--- config.mk ---
export PLATFORM = sky130hd
export DESIGN_NAME = lfsr_gen
export DESIGN_NICKNAME = d
export VERILOG_FILES = /design/src/rtl/lfsr_gen.sv
export SDC_FILE = /design/constraint.sdc
export NUM_CORES = 1
export LEC_CHECK = 0
export CORE_MARGIN = 2
export CORE_UTILIZATION = 55
export CTS_CLUSTER_SIZE = 20
export DETAILED_ROUTE_END_ITERATION = 8
export PLACE_DENSITY = 0.91
export SLEW_MARGIN = 25
export SYNTH_ARGS = -nofsm -noshare
export SYNTH_HDL_FRONTEND = slang
export SYNTH_SLANG_ARGS = --single-unit
--- constraint.sdc ---
create_clock -name clk -period 3.25 [get_ports clk]
set_clock_uncertainty 0.2 [all_clocks]
set_input_delay 0.975 -clock clk [delete_from_list [all_inputs] [get_ports clk]]
set_output_delay 0.975 -clock clk [all_outputs]
set_load 0.02 [all_outputs]
--- src/rtl/lfsr_gen.sv ---
// lfsr_gen: WIDTH-bit LFSR with run-time Fibonacci/Galois selection, seed load,
// all-zero lock-up flag and a period meter that counts steps until the state
// returns to its reference value.
// Optional feature macro: LFSR_LOCKUP_RECOVER_EN (an enabled step from the
// all-zero state reloads SEED instead of staying locked).
// Handshake: there is no valid/ready pair; out is a new registered value every
// cycle, period_done is a one-cycle strobe qualifying period_cnt.
module lfsr_gen #(
    parameter int               WIDTH = 9,
    parameter logic [WIDTH-1:0] TAPS  = 9'h110,
    parameter logic [WIDTH-1:0] GPOLY = 9'h021,
    parameter logic [WIDTH-1:0] SEED  = 9'h001
) (
    input  logic             clk,
    input  logic             rst,
    input  logic             en,
    input  logic             mode,
    input  logic             load,
    input  logic [WIDTH-1:0] load_val,
    output logic [WIDTH-1:0] out,
    output logic             bit_out,
    output logic             lockup,
    output logic             period_done,
    output logic [WIDTH-1:0] period_cnt
);

`ifdef LFSR_LOCKUP_RECOVER_EN
    localparam logic RECOVER = 1'b1;
`else
    localparam logic RECOVER = 1'b0;
`endif

    localparam logic [WIDTH-1:0] ONE = {{(WIDTH-1){1'b0}}, 1'b1};

    logic [WIDTH-1:0] ref_val;   // start value the period is measured against
    logic [WIDTH-1:0] cnt;       // enabled steps since ref_val was last seen
    logic             mode_q;    // registered mode, to detect run-time switches

    logic [WIDTH-1:0] fib_next;
    logic [WIDTH-1:0] gal_next;
    logic [WIDTH-1:0] step_next;
    logic [WIDTH-1:0] cnt_inc;
    logic             mode_chg;

    // Next-state candidates for both LFSR forms plus the saturating counter step
    always_comb begin
        fib_next  = {out[WIDTH-2:0], ^(out & TAPS)};
        gal_next  = {out[WIDTH-2:0], 1'b0} ^ ({WIDTH{out[WIDTH-1]}} & GPOLY);
        step_next = mode ? gal_next : fib_next;
        cnt_inc   = (cnt == {WIDTH{1'b1}}) ? cnt : cnt + ONE;
        mode_chg  = (mode != mode_q);
    end

    // Register, reference, period meter; priority rst > load > en > hold
    always_ff @(posedge clk) begin
        if (rst) begin
            out         <= SEED;
            ref_val     <= SEED;
            cnt         <= '0;
            period_cnt  <= '0;
            period_done <= 1'b0;
            mode_q      <= mode;
        end else begin
            mode_q      <= mode;
            period_done <= 1'b0;
            if (load) begin
                out     <= load_val;
                ref_val <= load_val;
                cnt     <= '0;
            end else if (en && RECOVER && (out == '0)) begin
                // Escape the all-zero fixed point by restarting from SEED
                out     <= SEED;
                ref_val <= SEED;
                cnt     <= '0;
            end else if (en) begin
                out <= step_next;
                if (mode_chg) begin
                    // Sequence changed underneath the meter: restart it here
                    ref_val <= out;
                    cnt     <= '0;
                end else if ((out != '0) && (step_next == ref_val)) begin
                    // Zero state is excluded so a locked register never pulses
                    period_done <= 1'b1;
                    period_cnt  <= cnt_inc;
                    cnt         <= '0;
                end else begin
                    cnt <= cnt_inc;
                end
            end else if (mode_chg) begin
                ref_val <= out;
                cnt     <= '0;
            end
        end
    end

    assign bit_out = out[WIDTH-1];
    assign lockup  = (out == '0);

endmodule

; Word level (Yosys, flattened, before mapping)
; Index checks and enable logic that the tools add are counted.
[totals]
elab_cells = 35
reg_bits = 38
in_bits = 14
[op_classes]
n_addsub = 1
reduce_logical = 10
n_eq_ne = 3
bitwise = 4
mux = 11
[op_table]
columns = cell, n
row1 = $mux W9, 10
row2 = $add A9 B1 Y9 const B, 1
row3 = $eq A9 B9 Y1, 1
row4 = $eq A9 B9 Y1 const B, 1
row5 = $logic_not A9 Y1, 1
row6 = $reduce_bool A9 Y1, 1
row7 = $reduce_xor A9 Y1, 1
row8 = $xor A9 B6 Y9, 1
row9 = $reduce_bool A2 Y1, 3
row10 = $reduce_and A4 Y1, 1
row11 = $reduce_or A4 Y1, 1
row12 = $not A1 Y1, 3
row13 = $reduce_or A2 Y1, 1
row14 = $logic_and A1 B1 Y1, 1
row15 = $mux W1, 1
row16 = $ne A1 B1 Y1, 1

; Logic depth before layout (Yosys ltp)
; Gate-level depths: netlist (run 1).
[logic_depth]
depth_word = 7
depth_mapped = 7

; Worst setup path before layout (run 1)
; OpenSTA, ideal clock, no wires.
[synth_path]
path_kind = input-to-reg
startpoint = in mode
endpoint = reg period_cnt[1]
path_stages = 6
t_arrival_ns = 2.163
path_slack_ns = 0.817
required_time_ns = 2.980
cell_sequence = xor2_1 nor3b_4 nand3b_2 buf_6 or3_1 a21oi_1
[synth_between]
elab_chain_len = 4
[synth_rtl]
columns = element, line
row1 = from (decl), 17  ; input logic mode,
row2 = $mux W9, 49  ; step_next = mode ? gal_next : fib_next;
row3 = $eq A9 B9 Y1, 81  ; end else if ((out != '0) && (step_next == ref_val)) begin
row4 = $logic_and A1 B1 Y1, 81
row5 = $reduce_and A4 Y1 (no source line) (*), n/a
row6 = to (signal assigned), 84  ; period_cnt <= cnt_inc;
row7 = to (decl), 24  ; output logic [WIDTH-1:0] period_cnt
; Every way passes the cells marked *; elsewhere a longest branch is shown, timed or not.
; A chain may end at the register's enable or synchronous reset.

; Worst setup path after layout (run 1)
[layout_path]
startpoint = reg out[6]
endpoint = out lockup
[layout_between]
elab_chain_len = 1
[layout_rtl]
columns = element, line
row1 = from (decl), 20  ; output logic [WIDTH-1:0] out,
row2 = from (signal assigned), 67  ; out <= load_val;
row3 = from (signal assigned), 76  ; out <= step_next;
row4 = $logic_not A9 Y1, 97  ; assign lockup = (out == '0);
row5 = to (decl), 22  ; output logic lockup,
; Every way passes these cells.

==> results of run 1 <==
[cells in the mapped netlist (all sizes together) (2+ instances only)]
cell / n
or3: 2
o21a: 14
a211oi: 2
and3: 2
mux2i: 3
mux2: 16
a21oi: 23
dfxtp: 38
nor4: 3
buf: 8
nor2b: 2
clkbuf: 5
inv: 9
nor3: 4
nand4: 6
a21o: 2
nor2: 7
xor2: 7
nand3: 6
a22o: 7
o21ai: 13
a21boi: 2
and4: 2
nand2: 12
xnor2: 5
[power by group]
part | switching [W] | internal, W | total, W
Sequential | 0.0000213 | 0.000484 | 0.000505
Clock | 0.000150 | 0.000163 | 0.000313
Combinational | 0.0000872 | 0.0000971 | 0.000184
[through the flow]
step | power [W] | cells | area, um2 | setup WS (ns) | utilization
floorplan | 0.000633 | 211 | 1960 | 0.817 | -
global placement | 0.000692 | 287 | 2360 | 0.309 | 0.696
detailed placement | 0.000698 | 287 | 2360 | 0.260 | 0.696
CTS | 0.00101 | 295 | 2430 | 0.129 | 0.718
global route | 0.00104 | 295 | 2430 | 0.0893 | 0.718
finish | 0.00100 | 295 | 2430 | 0.159 | 0.718
[final cells by class]
type	instances	area (um2)
Clock inverter	1	30.0
Timing Repair Buffer	43	408
Fill cell	248	956
Clock buffer	7	45.0
Inverter	9	33.8
Sequential cell	38	761
Multi-Input combinational cell	151	1100
Tap cell	46	57.6
[per-layer routing]
metal  part of all wire  global-route usage
met5                  0                   0
met2               0.50               0.400
met3              0.047              0.0482
met1               0.45               0.301
met4             0.0089              0.0815
[final timing paths]
check | end | slack (ns) | cells after the start
worst max-delay path | lockup | 0.16 | 4
worst min-delay path | period_cnt[4] | 0.29 | 2
worst max register to register | period_cnt[3] | 1.10 | 6
worst min register to register | period_cnt[4] | 0.29 | 2
[flip-flops by register name (all words and copies together), names as in the netlist]
register and cells:
cnt 9, mode_q 1, out 9, period_cnt 9, period_done 1, ref_val 9
[kinds of logic after synthesis]
group | after synthesis | synth area share
AOI/OAI and AO/OA | 65 | 0.213
and+or+nand+nor | 52 | 0.157
DFF | 38 | 0.388
buffers and inverters | 22 | 0.0511
muxes | 19 | 0.107
xor gates and xnor gates | 14 | 0.0773
adders and majority gates | 1 | 0.00638
[worst max-delay path: stages (launching register included)]
cell and delay (ns):
dfxtp_1 0.39, nor4_1 0.33, nand3_1 0.17, inv_1 0.09, clkdlybuf4s50_1 0.59
==> impl_results.rst, run 1 <==
.. list-table::
   :header-rows: 1

   * - Metric
     - Value
   * - IR Drop Worst-Case VDD
     - 0.294 mV
   * - Worst-case hold slack
     - 0.288 ns
   * - Remaining antenna violation count
     - 0
   * - Congestion Overflow GR
     - 0
   * - Core Box Area
     - 0.00339 mm2
   * - Number of synthesized register bits
     - 38
   * - Mean cell area of the mapped netlist
     - 9.29 um2
   * - Startpoint of the lowest-slack register-to-register path
     - cnt[0]
   * - Worst skew pair latency
     - 0.34 ns
   * - Number of warning messages in the yosys log
     - 0
   * - Clock buffers created by TritonCTS
     - 5
   * - Async set-or-reset flop fraction in the synthesized netlist
     - 0
   * - Final setup violation count
     - 0
   * - Die extent in x
     - 63.7 um
   * - Final Cycle Share
     - 0.951
   * - Max Buffers Root-to-Sink
     - 2
   * - Die outline area
     - 0.00406 mm2
   * - Count of pins over their slew limit
     - 0
   * - Maximum operating frequency
     - 323 MHz
   * - Portion of synthesized cell area occupied by the leading cell type
     - 0.388
   * - Clk sink count
     - 38
   * - Startpoint-to-endpoint class of the critical path
     - flop to output port
   * - Remaining routing DRC violations
     - 0
   * - Worst Setup SP
     - out[6]
   * - PwrDens
     - 412 mW/mm2
   * - TritonRoute pass-1 iters
     - 4
   * - Clock tree from TritonCTS
     - done
   * - Via total after detailed routing
     - 1654
   * - Primary flip-flop cell chosen by synthesis mapping
     - dfxtp_1
   * - Min Tclk post-route
     - 3.09 ns
   * - HPWL reported at the end of detailed placement
     - 3.17 mm
   * - RSZ-0062 raised after global routing
     - no
   * - Most common library cell in the layout ignoring fill and taps
     - dfxtp_1
   * - Kind of start point of the critical path
     - flop
   * - Post-synth EDFFs
     - 0
   * - Hold-fix buffers, CTS
     - 0
   * - Area grow syn2layout
     - 24.2%
   * - Post-Syn Area
     - 0.00196 mm2
   * - Aggregate routed wire length
     - approximately 4.3 mm
   * - # port buffers
     - 34
   * - Most used cells in the layout excluding fill and tap cells
     - 38 x dfxtp_1, 34 x clkdlybuf4s50_1, 22 x a21oi_1
   * - Global-route wire length before repair
     - 7.60 mm
   * - Proportion of synthesized chip area in sequential cells
     - 0.388
   * - Via-per-instance ratio
     - 5.61
   * - Detailed-route wire length per cell
     - 14.4 um
   * - Number of DRC violations after detailed-routing iteration 0
     - roughly 100
   * - Hold Vio Cnt, Final
     - 0
   * - Pin count of the biggest net entering global routing
     - 31
   * - Starting Density
     - 0.578
   * - Layout cell share with drive strength beyond 1
     - 0.149
   * - Area leader, netlist
     - dfxtp_1
   * - Run status
     - completed
   * - Post-CTS setup repair buffer count
     - 0
   * - Beginning of the worst hold path
     - period_cnt[4]
   * - Antenna violations before repair
     - 0
   * - Antenna cells
     - 0
   * - Worst-path fanout max
     - 6
   * - Min-Delay Path Class
     - flop to flop
   * - Number of max-cap violations
     - 0
   * - Cts repair resizes
     - 0
   * - Depth of the CTS H-tree
     - 2
   * - Rows
     - 21
   * - Final weighted congestion in routability-driven placement
     - 0.824
   * - Net count of the mapped netlist
     - 226
   * - Least-Margin Pin Slew
     - 0.529 ns
   * - Top area cells in the synthesized netlist
     - dfxtp_1 39%, mux2_2 9.2%, a21oi_1 5.6%
   * - Post-synthesis instance total
     - 211
   * - Setup tns final
     - 0 ns
   * - Vias in the first global route
     - 1685
   * - Arr. time, crit path
     - 1.92 ns
   * - Root Buffer
     - clkbuf_4
   * - Number of nets in the finished design
     - 263
   * - Number of top-level pins
     - 35
   * - Headroom to the max-slew limit
     - 0.646
   * - Clock Pin Slew Worst Setup and Hold Paths
     - 0.11 ns
   * - Leakage power summed over all cells
     - 0.940 nW
   * - DIE HEIGHT
     - 63.7 um
   * - Req. time, crit path
     - 2.07 ns
   * - Number of distinct standard cells referenced by the synthesized netlist
     - 42
   * - Crit end category
     - output port
   * - Global-route usage over all layers
     - 0.237
(Power assumes the default switching activity.)
==> inputs of run 2 (changes only) <==
--- a/config.mk
+++ b/config.mk
@@ -7,6 +7,7 @@
 export LEC_CHECK = 0
 export CORE_MARGIN = 2
 export CORE_UTILIZATION = 55
+export CTS_BUF_LIST = sky130_fd_sc_hd__clkbuf_2
 export CTS_CLUSTER_SIZE = 20
 export DETAILED_ROUTE_END_ITERATION = 8
 export PLACE_DENSITY = 0.91
==> run 2 against run 1 <==
Net effect: first-iteration DRC count down 13%; worst hold slack improved by 0.0063 ns; flip-flop and latch count unchanged; total power decreased by 2.7%; critical path depth did not move; critical endpoint unchanged; largest cell class unchanged.
==> impl_results.rst, run 2 (same netlist as run 1, synthesis figures left out) <==
.. list-table::
   :header-rows: 1

   * - Metric
     - Value
   * - Run status
     - completed (unchanged)
   * - Worst skew pair latency
     - 0.37 ns (was 0.34 ns)
   * - Depth of the CTS H-tree
     - 2 (unchanged)
   * - Longest individual stage delay on the worst path
     - 0.59 ns (about the same)
   * - Remaining routing DRC violations
     - 0 (unchanged)
   * - DIE HEIGHT
     - 63.7 um (unchanged)
   * - Final cell count without fillers
     - 295 (unchanged)
   * - Worst-path fanout max
     - 6 (unchanged)
   * - Number of top-level pins
     - 35 (unchanged)
   * - Root Buffer
     - clkbuf_2 (was clkbuf_4)
   * - CP cell instances
     - nor4_1 > nand3_1 > inv_1 > clkdlybuf4s50_1 (unchanged)
   * - Most common library cell in the layout ignoring fill and taps
     - dfxtp_1 (unchanged)
   * - Die outline area
     - 0.00406 mm2 (unchanged)
   * - Cell at the slowest stage of the critical path
     - clkdlybuf4s50_1 (unchanged)
   * - Arr. time, crit path
     - 1.96 ns (was 1.92 ns)
   * - Pin count of the biggest net entering global routing
     - 31 (unchanged)
   * - Min Tclk post-route
     - 3.14 ns (was 3.09 ns)
   * - Antenna violations before repair
     - 0 (unchanged)
   * - PwrDens
     - 403 mW/mm2 (was 412 mW/mm2)
   * - Post-CTS setup repair buffer count
     - 0 (unchanged)
   * - Maximum operating frequency
     - 319 MHz (was 323 MHz)
   * - Remaining antenna violation count
     - 0 (unchanged)
   * - Antenna cells
     - 0 (unchanged)
   * - Area grow syn2layout
     - 23.7% (was 24.2%)
   * - Kind of start point of the critical path
     - flop (unchanged)
   * - # port buffers
     - 34 (unchanged)
   * - Clk sink count
     - 38 (unchanged)
   * - Via total after detailed routing
     - 1658 (was 1654)
   * - HPWL reported at the end of detailed placement
     - 3.17 mm (unchanged)
   * - Max Buffers Root-to-Sink
     - 2 (unchanged)
   * - Number of max-cap violations
     - 0 (unchanged)
   * - Setup tns final
     - 0 ns (unchanged)
   * - Worst hold path cell count
     - 2 (unchanged)
   * - Number of cells on the critical path
     - 4 (unchanged)
   * - Headroom to the max-slew limit
     - 0.658 (was 0.646)
   * - Total Power Consumption
     - 0.000976 W (was 0.00100 W)
   * - Hold Vio Cnt, Final
     - 0 (unchanged)
   * - Number of nets in the finished design
     - 263 (unchanged)
   * - Req. time, crit path
     - 2.07 ns (about the same)
   * - Clock tree from TritonCTS
     - done (unchanged)
   * - TritonRoute pass-1 iters
     - 4 (unchanged)
   * - Number of cells traversed by the worst register-to-register path
     - 6 (unchanged)
   * - Count of pins over their slew limit
     - 0 (unchanged)
   * - Final setup violation count
     - 0 (unchanged)
   * - Cell Count Post-Placement
     - 287 (unchanged)
   * - Leakage power summed over all cells
     - 0.943 nW (was 0.940 nW)
   * - Detailed-route wire length per cell
     - 14.3 um (was 14.4 um)
   * - Hold-fix buffers, CTS
     - 0 (unchanged)
   * - Top Family by Delay on Critical Path
     - buffers and inverters (unchanged)
   * - Crit end category
     - output port (unchanged)
   * - Clock Pin Slew Worst Setup and Hold Paths
     - 0.18 ns (was 0.11 ns)
   * - Final weighted congestion in routability-driven placement
     - 0.824 (unchanged)
   * - Least-Margin Pin Slew
     - 0.512 ns (was 0.529 ns)
   * - Critical path buffers and inverters
     - 2 (unchanged)
   * - Vias in the first global route
     - 1676 (was 1685)
   * - Rows
     - 21 (unchanged)
   * - Starting Density
     - 0.578 (unchanged)
   * - Number of DRC violations after detailed-routing iteration 0
     - 88 (was 101)
   * - Global-route usage over all layers
     - 0.234 (was 0.237)
   * - Startpoint-to-endpoint class of the critical path
     - flop to output port (unchanged)
   * - IR Drop Worst-Case VDD
     - 0.263 mV (was 0.294 mV)
   * - Die extent in x
     - 63.7 um (unchanged)
   * - Cts repair resizes
     - 0 (unchanged)
   * - Global-route wire length before repair
     - 7.53 mm (was 7.60 mm)
   * - Aggregate routed wire length
     - 4.22 mm (was 4.25 mm)
   * - Core Box Area
     - 0.00339 mm2 (unchanged)
   * - Via-per-instance ratio
     - 5.62 (was 5.61)
   * - Layout cell share with drive strength beyond 1
     - 0.157 (was 0.149)
   * - Most used cells in the layout excluding fill and tap cells
     - 38 x dfxtp_1, 34 x clkdlybuf4s50_1, 22 x a21oi_1 (unchanged)
   * - Final Cycle Share
     - 0.965 (was 0.951)
   * - Min-Delay Path Class
     - flop to flop (unchanged)
   * - RSZ-0062 raised after global routing
     - no (unchanged)
   * - Congestion Overflow GR
     - 0 (unchanged)
   * - Clock buffers created by TritonCTS
     - 5 (unchanged)
==> run 2: tightest hold or removal path: stages, from the launching register on <==
cell and delay (ns):
dfxtp_1 0.35, o21ai_0 0.07, a21oi_1 0.06
==> run 2: layer usage <==
layer / up-vias / global-route usage / wire (um)
met5: - / 0 / 0
li1: 832 / - / -
met4: 0 / 0.0734 / 35
met1: 776 / 0.301 / 1880
met3: 4 / 0.0482 / 202
met2: 46 / 0.393 / 2100
==> run 2: area by class of cell <==
type / count / area (um2)
clock buffers: 7 / 35.0
clock inverters: 1 / 30.0
fillers: 255 / 966
inverters: 9 / 33.8
multi-input cells: 151 / 1100
flip-flops and latches: 38 / 761
well taps: 46 / 57.6
repair buffers: 43 / 408
==> run 2: final timing paths <==
| check | startpoint | end | slack, ns |
|---|---|---|---|
| hold reg to reg | period_cnt[4] | period_cnt[4] | 0.29 |
| setup reg to reg | cnt[0] | period_cnt[3] | 1.08 |
| hold / removal | period_cnt[4] | period_cnt[4] | 0.29 |
| setup / recovery | out[6] | lockup | 0.11 |
==> run 2: where the power goes <==
group / switching, W / total [W] / internal [W]
registers: 0.0000214 / 0.000506 / 0.000485
clock network: 0.000149 / 0.000286 / 0.000137
logic: 0.0000866 / 0.000184 / 0.0000971
total: 0.000257 / 0.000976 / 0.000719
==> run 2: per-stage QoR <==
step                instance area (um2)  utilization  setup WS [ns]  hold slack (ns)
floorplan                          1960            -          0.817            0.260
global placement                   2360        0.696          0.309            0.264
detailed placement                 2360        0.696          0.260            0.277
CTS                                2420        0.715         0.0677            0.301
global route                       2420        0.715         0.0167            0.326
finish                             2420        0.715          0.115            0.295
